File: config.mk
export PLATFORM = sky130hd
export DESIGN_NAME = sample_sdiv_14_seq
export DESIGN_NICKNAME = d
export VERILOG_FILES = /design/src/rtl/sample_div_pkg.sv /design/src/rtl/sample_sdiv_14_seq_step.sv /design/src/rtl/sample_sdiv_14_seq.sv
export SDC_FILE = /design/constraint.sdc
export NUM_CORES = 1
export LEC_CHECK = 0
export ABC_AREA = 1
export BUFFER_PORTS_ARGS = -buffer_cell sky130_fd_sc_hd__buf_2
export CAP_MARGIN = 25
export CORE_ASPECT_RATIO = 0.5
export CORE_UTILIZATION = 60
export CTS_CLUSTER_DIAMETER = 100
export DETAILED_ROUTE_END_ITERATION = 8
export GPL_TIMING_DRIVEN = 0
export PLACE_DENSITY = 0.8
export SKIP_CTS_REPAIR_TIMING = 1
export SLEW_MARGIN = 25
export SYNTH_ARGS = -nofsm -noshare
export SYNTH_HDL_FRONTEND = slang
export SYNTH_HIERARCHICAL = 1
export SYNTH_SLANG_ARGS = --single-unit
File: constraint.sdc
create_clock -name clk -period 2.3 [get_ports clk]
set_input_delay 0.115 -clock clk [delete_from_list [all_inputs] [get_ports clk]]
set_output_delay 0.115 -clock clk [all_outputs]
set_load 0.02 [all_outputs]
File: src/rtl/sample_div_pkg.sv
// Shared types and constants for the sample datapath sequential divider.
package sample_div_pkg;

  localparam int unsigned DIV_W = 14;
  localparam int unsigned CNT_W = 4;

  // Quotient forced for a zero divisor, and the wrapped quotient for -8192 / -1.
  localparam logic [DIV_W-1:0] DIV0_QUOT = 14'h3FFF;
  localparam logic [DIV_W-1:0] OVF_QUOT  = 14'h2000;

  // Counter value of the final (14th) iteration.
  localparam logic [CNT_W-1:0] LAST_CNT = CNT_W'(DIV_W - 1);

  typedef enum logic [1:0] {
    IDLE,
    CALC,
    FIX,
    DONE
  } state_t;

  // Two's complement negate at the datapath width.
  function automatic logic [DIV_W-1:0] neg(input logic [DIV_W-1:0] v);
    return ~v + DIV_W'(1);
  endfunction

  // Magnitude of a signed operand as unsigned; -8192 maps to 0x2000.
  function automatic logic [DIV_W-1:0] mag(input logic [DIV_W-1:0] v);
    return v[DIV_W-1] ? neg(v) : v;
  endfunction

endpackage

File: src/rtl/sample_sdiv_14_seq_step.sv
// One radix-2 restoring division iteration: shift in a dividend bit,
// trial-subtract the divisor magnitude, keep or restore.
module sample_sdiv_14_seq_step
  import sample_div_pkg::*;
(
  input  logic [DIV_W:0]   rem_in,
  input  logic             dvd_bit,
  input  logic [DIV_W-1:0] dvs_mag,
  output logic [DIV_W:0]   rem_out,
  output logic             q_bit
);

  logic [DIV_W+1:0] shifted;
  logic [DIV_W+1:0] trial;

  // Partial remainder stays below the divisor, so the extra top bit never carries out.
  always_comb begin
    shifted = {rem_in, dvd_bit};
    trial   = shifted - {2'b00, dvs_mag};
    q_bit   = ~trial[DIV_W+1];
    rem_out = q_bit ? trial[DIV_W:0] : shifted[DIV_W:0];
  end

endmodule

File: src/rtl/sample_sdiv_14_seq.sv
// Sequential signed 14-bit divider: magnitude restoring division, one
// quotient bit per enabled cycle, C-style sign fix-up, one-cycle done.
module sample_sdiv_14_seq
  import sample_div_pkg::*;
#(
  parameter int unsigned ID         = 32'd1,
  parameter int unsigned din0_WIDTH = 32'd14,
  parameter int unsigned din1_WIDTH = 32'd14,
  parameter int unsigned dout_WIDTH = 32'd14
) (
  input  logic                  clk,
  input  logic                  reset,
  input  logic                  ce,
  input  logic                  start,
  input  logic [din0_WIDTH-1:0] din0,
  input  logic [din1_WIDTH-1:0] din1,
  output logic                  busy,
  output logic                  done,
  output logic [dout_WIDTH-1:0] dout_quot,
  output logic [dout_WIDTH-1:0] dout_rem,
  output logic                  div_by_zero,
  output logic                  overflow
);

  state_t           state;
  state_t           state_nx;

  logic [DIV_W-1:0] a_raw;     // original dividend (sign, div-by-zero remainder)
  logic [DIV_W-1:0] b_raw;     // original divisor (sign, special-case detect)
  logic [DIV_W-1:0] dvd_sh;    // dividend magnitude, MSB consumed each iteration
  logic [DIV_W-1:0] dvs_mag;
  logic [DIV_W-1:0] quot_mag;
  logic [DIV_W:0]   rem_part;
  logic [CNT_W-1:0] cnt;

  logic [DIV_W:0]   step_rem;
  logic             step_q;

  sample_sdiv_14_seq_step u_step (
    .rem_in  (rem_part),
    .dvd_bit (dvd_sh[DIV_W-1]),
    .dvs_mag (dvs_mag),
    .rem_out (step_rem),
    .q_bit   (step_q)
  );

  // State register; ce low freezes the FSM.
  always_ff @(posedge clk or negedge reset) begin
    if (!reset) begin
      state <= IDLE;
    end else if (ce) begin
      state <= state_nx;
    end
  end

  // Next-state and status outputs.
  always_comb begin
    state_nx = state;
    busy     = 1'b0;
    done     = 1'b0;
    unique case (state)
      IDLE: begin
        if (start) state_nx = CALC;
      end
      CALC: begin
        busy = 1'b1;
        if (cnt == LAST_CNT) state_nx = FIX;
      end
      FIX: begin
        busy     = 1'b1;
        state_nx = DONE;
      end
      DONE: begin
        done     = 1'b1;
        state_nx = start ? CALC : IDLE;
      end
      default: state_nx = IDLE;
    endcase
  end

  // Operand capture, iteration datapath and result registers.
  always_ff @(posedge clk or negedge reset) begin
    if (!reset) begin
      a_raw       <= '0;
      b_raw       <= '0;
      dvd_sh      <= '0;
      dvs_mag     <= '0;
      quot_mag    <= '0;
      rem_part    <= '0;
      cnt         <= '0;
      dout_quot   <= '0;
      dout_rem    <= '0;
      div_by_zero <= 1'b0;
      overflow    <= 1'b0;
    end else if (ce) begin
      unique case (state)
        IDLE, DONE: begin
          if (start) begin
            a_raw    <= din0;
            b_raw    <= din1;
            dvd_sh   <= mag(din0);
            dvs_mag  <= mag(din1);
            quot_mag <= '0;
            rem_part <= '0;
            cnt      <= '0;
          end
        end
        CALC: begin
          rem_part <= step_rem;
          quot_mag <= {quot_mag[DIV_W-2:0], step_q};
          dvd_sh   <= {dvd_sh[DIV_W-2:0], 1'b0};
          cnt      <= cnt + CNT_W'(1);
        end
        FIX: begin
          if (b_raw == '0) begin
            dout_quot   <= DIV0_QUOT;
            dout_rem    <= a_raw;
            div_by_zero <= 1'b1;
            overflow    <= 1'b0;
          end else if (a_raw == OVF_QUOT && b_raw == '1) begin
            dout_quot   <= OVF_QUOT;
            dout_rem    <= '0;
            div_by_zero <= 1'b0;
            overflow    <= 1'b1;
          end else begin
            dout_quot   <= (a_raw[DIV_W-1] ^ b_raw[DIV_W-1]) ? neg(quot_mag) : quot_mag;
            dout_rem    <= a_raw[DIV_W-1] ? neg(rem_part[DIV_W-1:0]) : rem_part[DIV_W-1:0];
            div_by_zero <= 1'b0;
            overflow    <= 1'b0;
          end
        end
        default: ;
      endcase
    end
  end

endmodule

Word-level counts from Yosys, hierarchy flattened
Index checks and enable logic that the tools add are counted.

$add $sub $neg: 6. Equality and inequality tests: 9. Mux-type cells: 26. Bitwise operators: 6. Reductions and logical operators: 10.

Operators by type and width (count): 2-to-1 mux 14 bit (10); adder 14 x 1 -> 14 bit (second input constant) (4); inverter 14 bit (4); case mux 14 bit (2 select lines) (2); 2-to-1 mux 15 bit (2); case mux 15 bit (2 select lines) (1); equality test 14 bit (second input constant) (2); subtractor 16 x 14 -> 16 bit (1); logical NOT 14 bit (1); AND reduction 3 bit (3); case mux 2 bit (4 select lines) (1); case mux 4 bit (2 select lines) (1); 2-to-1 mux 1 bit (6); inequality test 2 bit (second input constant) (3); adder 4 x 1 -> 4 bit (second input constant) (1); equality test 2 bit (second input constant) (2); equality test 4 bit (second input constant) (1); 2-to-1 mux 2 bit (2); 2-to-1 mux 4 bit (1); OR reduction 2 bit (2); equality test 2 x 1 -> 1 bit (second input constant) (1); logical NOT 2 bit (1); AND reduction 2 bit (1); nonzero test 2 bit (1); 3 further kinds (3).

Flip-flop bits (word level): 121. Word-level logic and storage cells: 69.

Depth between registers and ports, before layout
Depth in word-level cells: 5. Gate-level depth with buffers: 16. Gate-level depth less buffers: 16.

By module
Netlist, hierarchy kept.

By module, submodules not included: sample_sdiv_14_seq (times used 1, cells each 808, area each 6256.0 um^2); sample_sdiv_14_seq_step (times used 1, cells each 256, area each 1385.1 um^2).

Least setup slack after synthesis
Ideal clock, no wire load.

Kind: reg2reg. Start point: reg rem_part[9]. End point: reg rem_part[14]. Library setup time: 121 ps. Arrival: 1793 ps. Data required time: 2179 ps. Path slack: 386 ps. Cell stages (with the launch flop): 13. Buffers on the path: 0. Path through: dfrtp_1 > ha_1 > nand2_2 > inv_1 > nand2_1 > nand2_2 > a21oi_4 > nand2_8 > nand2_8 > nand2_8 > nand2_2 > nand2_2 > a22o_1.

Longest elaborated chain between the ends: 3.

Ends and longest elaborated chain: start, declared (line sample_sdiv_14_seq.sv:33) `logic [DIV_W:0] rem_part;`; start signal, assigned (line sample_sdiv_14_seq.sv:109) `rem_part <= step_rem;`; subtractor 16 x 14 -> 16 bit (line sample_sdiv_14_seq_step.sv:19) `trial = shifted - {2'b00, dvs_mag};`; 2-to-1 mux 15 bit (line sample_sdiv_14_seq_step.sv:21) `rem_out = q_bit ? trial[DIV_W:0] : shifted[DIV_W:0];`; net step_rem[14] (line sample_sdiv_14_seq.sv:36) `logic [DIV_W:0] step_rem;`; case mux 15 bit (2 select lines) (line sample_sdiv_14_seq.sv:96) `unique case (state)`.

The timed path passes the listed nets, and every way through them passes these cells. A chain may end at the register's enable or synchronous reset.

Final worst setup path
Start point: reg rem_part[11]. End point: reg rem_part[14].

The elaborated chain is that of the path after synthesis.

==> flow_summary.ini <==
[outcome]
status = finished with violations
violations = negative hold slack

[setup_path]
timing_worst_setup_path_type = register to register
worstPathBufferInverterCount = 0
critical-path-top-delay-family = simple AND/OR/NAND/NOR gates
slowest_delay_ns = 0.44
crit_slowest_cell = sky130_fd_sc_hd__dfrtp_1
cp_cell_sequence = ha_1 > nand2_1 > nand2_1 > nand2_1 > nand2_1 > a21oi_4 > nand3_4 > nand3_1 > nand2_2 > a22o_1
cp_common_cell = sky130_fd_sc_hd__nand2_1
critPathArrivalTime_ns = 2.49
crit_path_max_fanout = 9
cp-start-kind = register
worst_setup_path_end_kind = register
worst_path_required_ns = 2.61

[cts]
clkSinkCount = 120
clock-root-buffer = sky130_fd_sc_hd__clkbuf_16
maximum_buffer_depth_of_the_clock_tree = 2
path_clk_slew_ns = 0.06
cts_max_level = 4
worst_skew_pair.late_latency_ns = 0.43
cts_inserted_buffers = 17
cts_tree = done

[placement]
numPortBuffers = 63
gp_congestion = 0.9493
place.detailed.hpwl_um = 15090
numPlacedInstances = 1293

[detailed_routing]
residual_drc_count = 0
detailedRoute.firstPassIterationCount = 7
vias_per_cell = 5.640
wl_um = 20620
routedWlPerCell_um = 15.46
drtAntennaViolNets = 0
vias = 7524
drt_first_iter_violations = 730

[timing]
worst_slew_margin_rel = 0.5888
setup-tns-final_ns = 0
timing_max_transition_violations_final = 0
setup_viol_count_final = 0
final_hold_viol_count = 5
fin_hold_ws_ns = -0.01952
final.period_utilization = 0.9516
worst-slew-pin-transition_ns = 0.6127
rsz_0062_raised_after_global_routing = no
finClkSkew_ns = 0.009934
timing.final.crit_period_ns = 2.189
max_freq_ghz = 0.4569

[synthesis]
yosysSeqAreaShare = 0.3930
synth_nets = 1122
synth_seq_cells = 120
syn_area_um2 = 7641
synth-async-reset-ratio = 1.000
ys_warn_count = 6
synth_area_per_cell_um2 = 7.181
synth_cell_types = 48
synth_enable_flop_cells = 0
synth_ff_type = sky130_fd_sc_hd__dfrtp_1
syn_inst = 1064

[final_layout]
num-fill-cells = 982
final-seq-area_um2 = 3003
post_route_cells_drive_above_1_share = 0.1463
layout.cells.non_filler = 1334
most-common-layout-cells = sky130_fd_sc_hd__nand2_1, sky130_fd_sc_hd__inv_1, sky130_fd_sc_hd__dfrtp_1
flow.area_growth_from_synthesis_pct = 16.83
layout.cells.most_common = sky130_fd_sc_hd__nand2_1
nNetsFinal = 1215
diodes = 0
multi_input_area_um2 = 4000

[global_routing]
via_count_of_the_first_global_routing_pass = 7028
grt_first_pass_wirelength_um = 33580
grt_start_max_net_pins = 72
track_usage = 0.3298
gr-total-overflow = 0
grt_antenna_before_repair = 0

[floorplanning]
die-area_um2 = 13220
dieWidth_um = 161.6
core_area_um2 = 12120
ios = 64
std_cell_rows = 28
initial_utilization = 0.6304
chipHeight_um = 81.80

[power]
irDropWorstVdd_mv = 0.8218
power_density_nw_per_um2 = 1530
cellLeakagePower_uw = 0.004800

[job]
cap_violations = 0

[worst_hold_path]
hp-class = input pin to register
## state kept, by name, indices dropped and copies added (netlist names), 2 cells and up
register   count
rem_part      15
quot_mag      14
cnt            4
a_raw         14
dvs_mag       13
b_raw         14
dvd_sh        14
dout_quot     14
state          2
dout_rem      14
## cell families after synthesis
family                   share of synthesized area
XOR/XNOR                                   0.02178
flip-flops                                  0.3930
buffers and inverters                      0.08662
AO/OA/AOI/OAI                               0.1091
adder cells (fa/ha/maj)                    0.04356
AND/OR/NAND/NOR                             0.3460
## Yosys cell counts, drive strengths merged, types with 11 or more instances
master  count  area, um2
o21ai      76      384.1
nand2     355       1483
buf        18      110.1
nand3     114      600.6
clkbuf     11      41.29
dfrtp     120       3003
o22ai      15      93.84
a21oi      23      130.1
nand4      13      81.33
xor2       18      157.7
inv       131      491.7
ha         25      312.8
a22oi      13      97.59
nor2       97      394.1
## power by group
| group | switching, uW | internal [uW] |
|---|---|---|
| combinational | 4760 | 2540 |
| sequential | 683 | 2890 |
| clock | 1030 | 1750 |
## final timing paths
path                              start           end  slack [ns]  depth (start not counted)
setup / recovery           rem_part[11]  rem_part[14]        0.11                         10
hold / removal                  din1[4]    dvs_mag[4]       -0.02                          3
setup reg to reg           rem_part[11]  rem_part[14]        0.11                         10
hold reg to reg             div_by_zero   div_by_zero        0.48                          2
max in group asynchronous         reset      b_raw[5]        1.37                          3
min in group asynchronous         reset   div_by_zero        0.19                          2
## stage by stage
| step | hold slack, ns | area, um2 | util | total power, uW | worst slack [ns] |
|---|---|---|---|---|---|
| floorplan | -0.1806 | 7641 | - | 8877 | 0.3865 |
| global placement | 0.3779 | 8163 | 0.6734 | 10360 | -0.3526 |
| detailed placement | 0.08526 | 8197 | 0.6762 | 10570 | 0.05057 |
| CTS | -0.3604 | 8801 | 0.7261 | 13410 | 0.03349 |
| global route | 0.002826 | 8927 | 0.7365 | 14690 | 0.007389 |
| finish | -0.01952 | 8927 | 0.7365 | 13660 | 0.1113 |
## cell type report
type | instances | area share
multi-input cells | 779 | 0.4481
flip-flops and latches | 120 | 0.3364
inverters | 136 | 0.05718
clock buffers | 20 | 0.05116
repair buffers | 74 | 0.05060
well taps | 165 | 0.02313
plain buffers | 29 | 0.01696
clock inverters | 11 | 0.01654
## layer usage
layer | wire [um] | vias to the layer above | GRT usage
li1 | - | 3620 | -
met1 | 9184 | 3530 | 0.4330
met2 | 9453 | 336 | 0.5470
met3 | 1654 | 38 | 0.07879
met4 | 325 | 0 | 0.1038
met5 | 0 | - | 0
## worst register-to-register path: cells and delay by family (launching register included)
family,cells,cell delay [ns]
and+or+nand+nor,7,0.77
AOI/OAI and AO/OA,2,0.48
adders and majority gates,1,0.37
DFF,1,0.44
(Power assumes the default switching activity.)
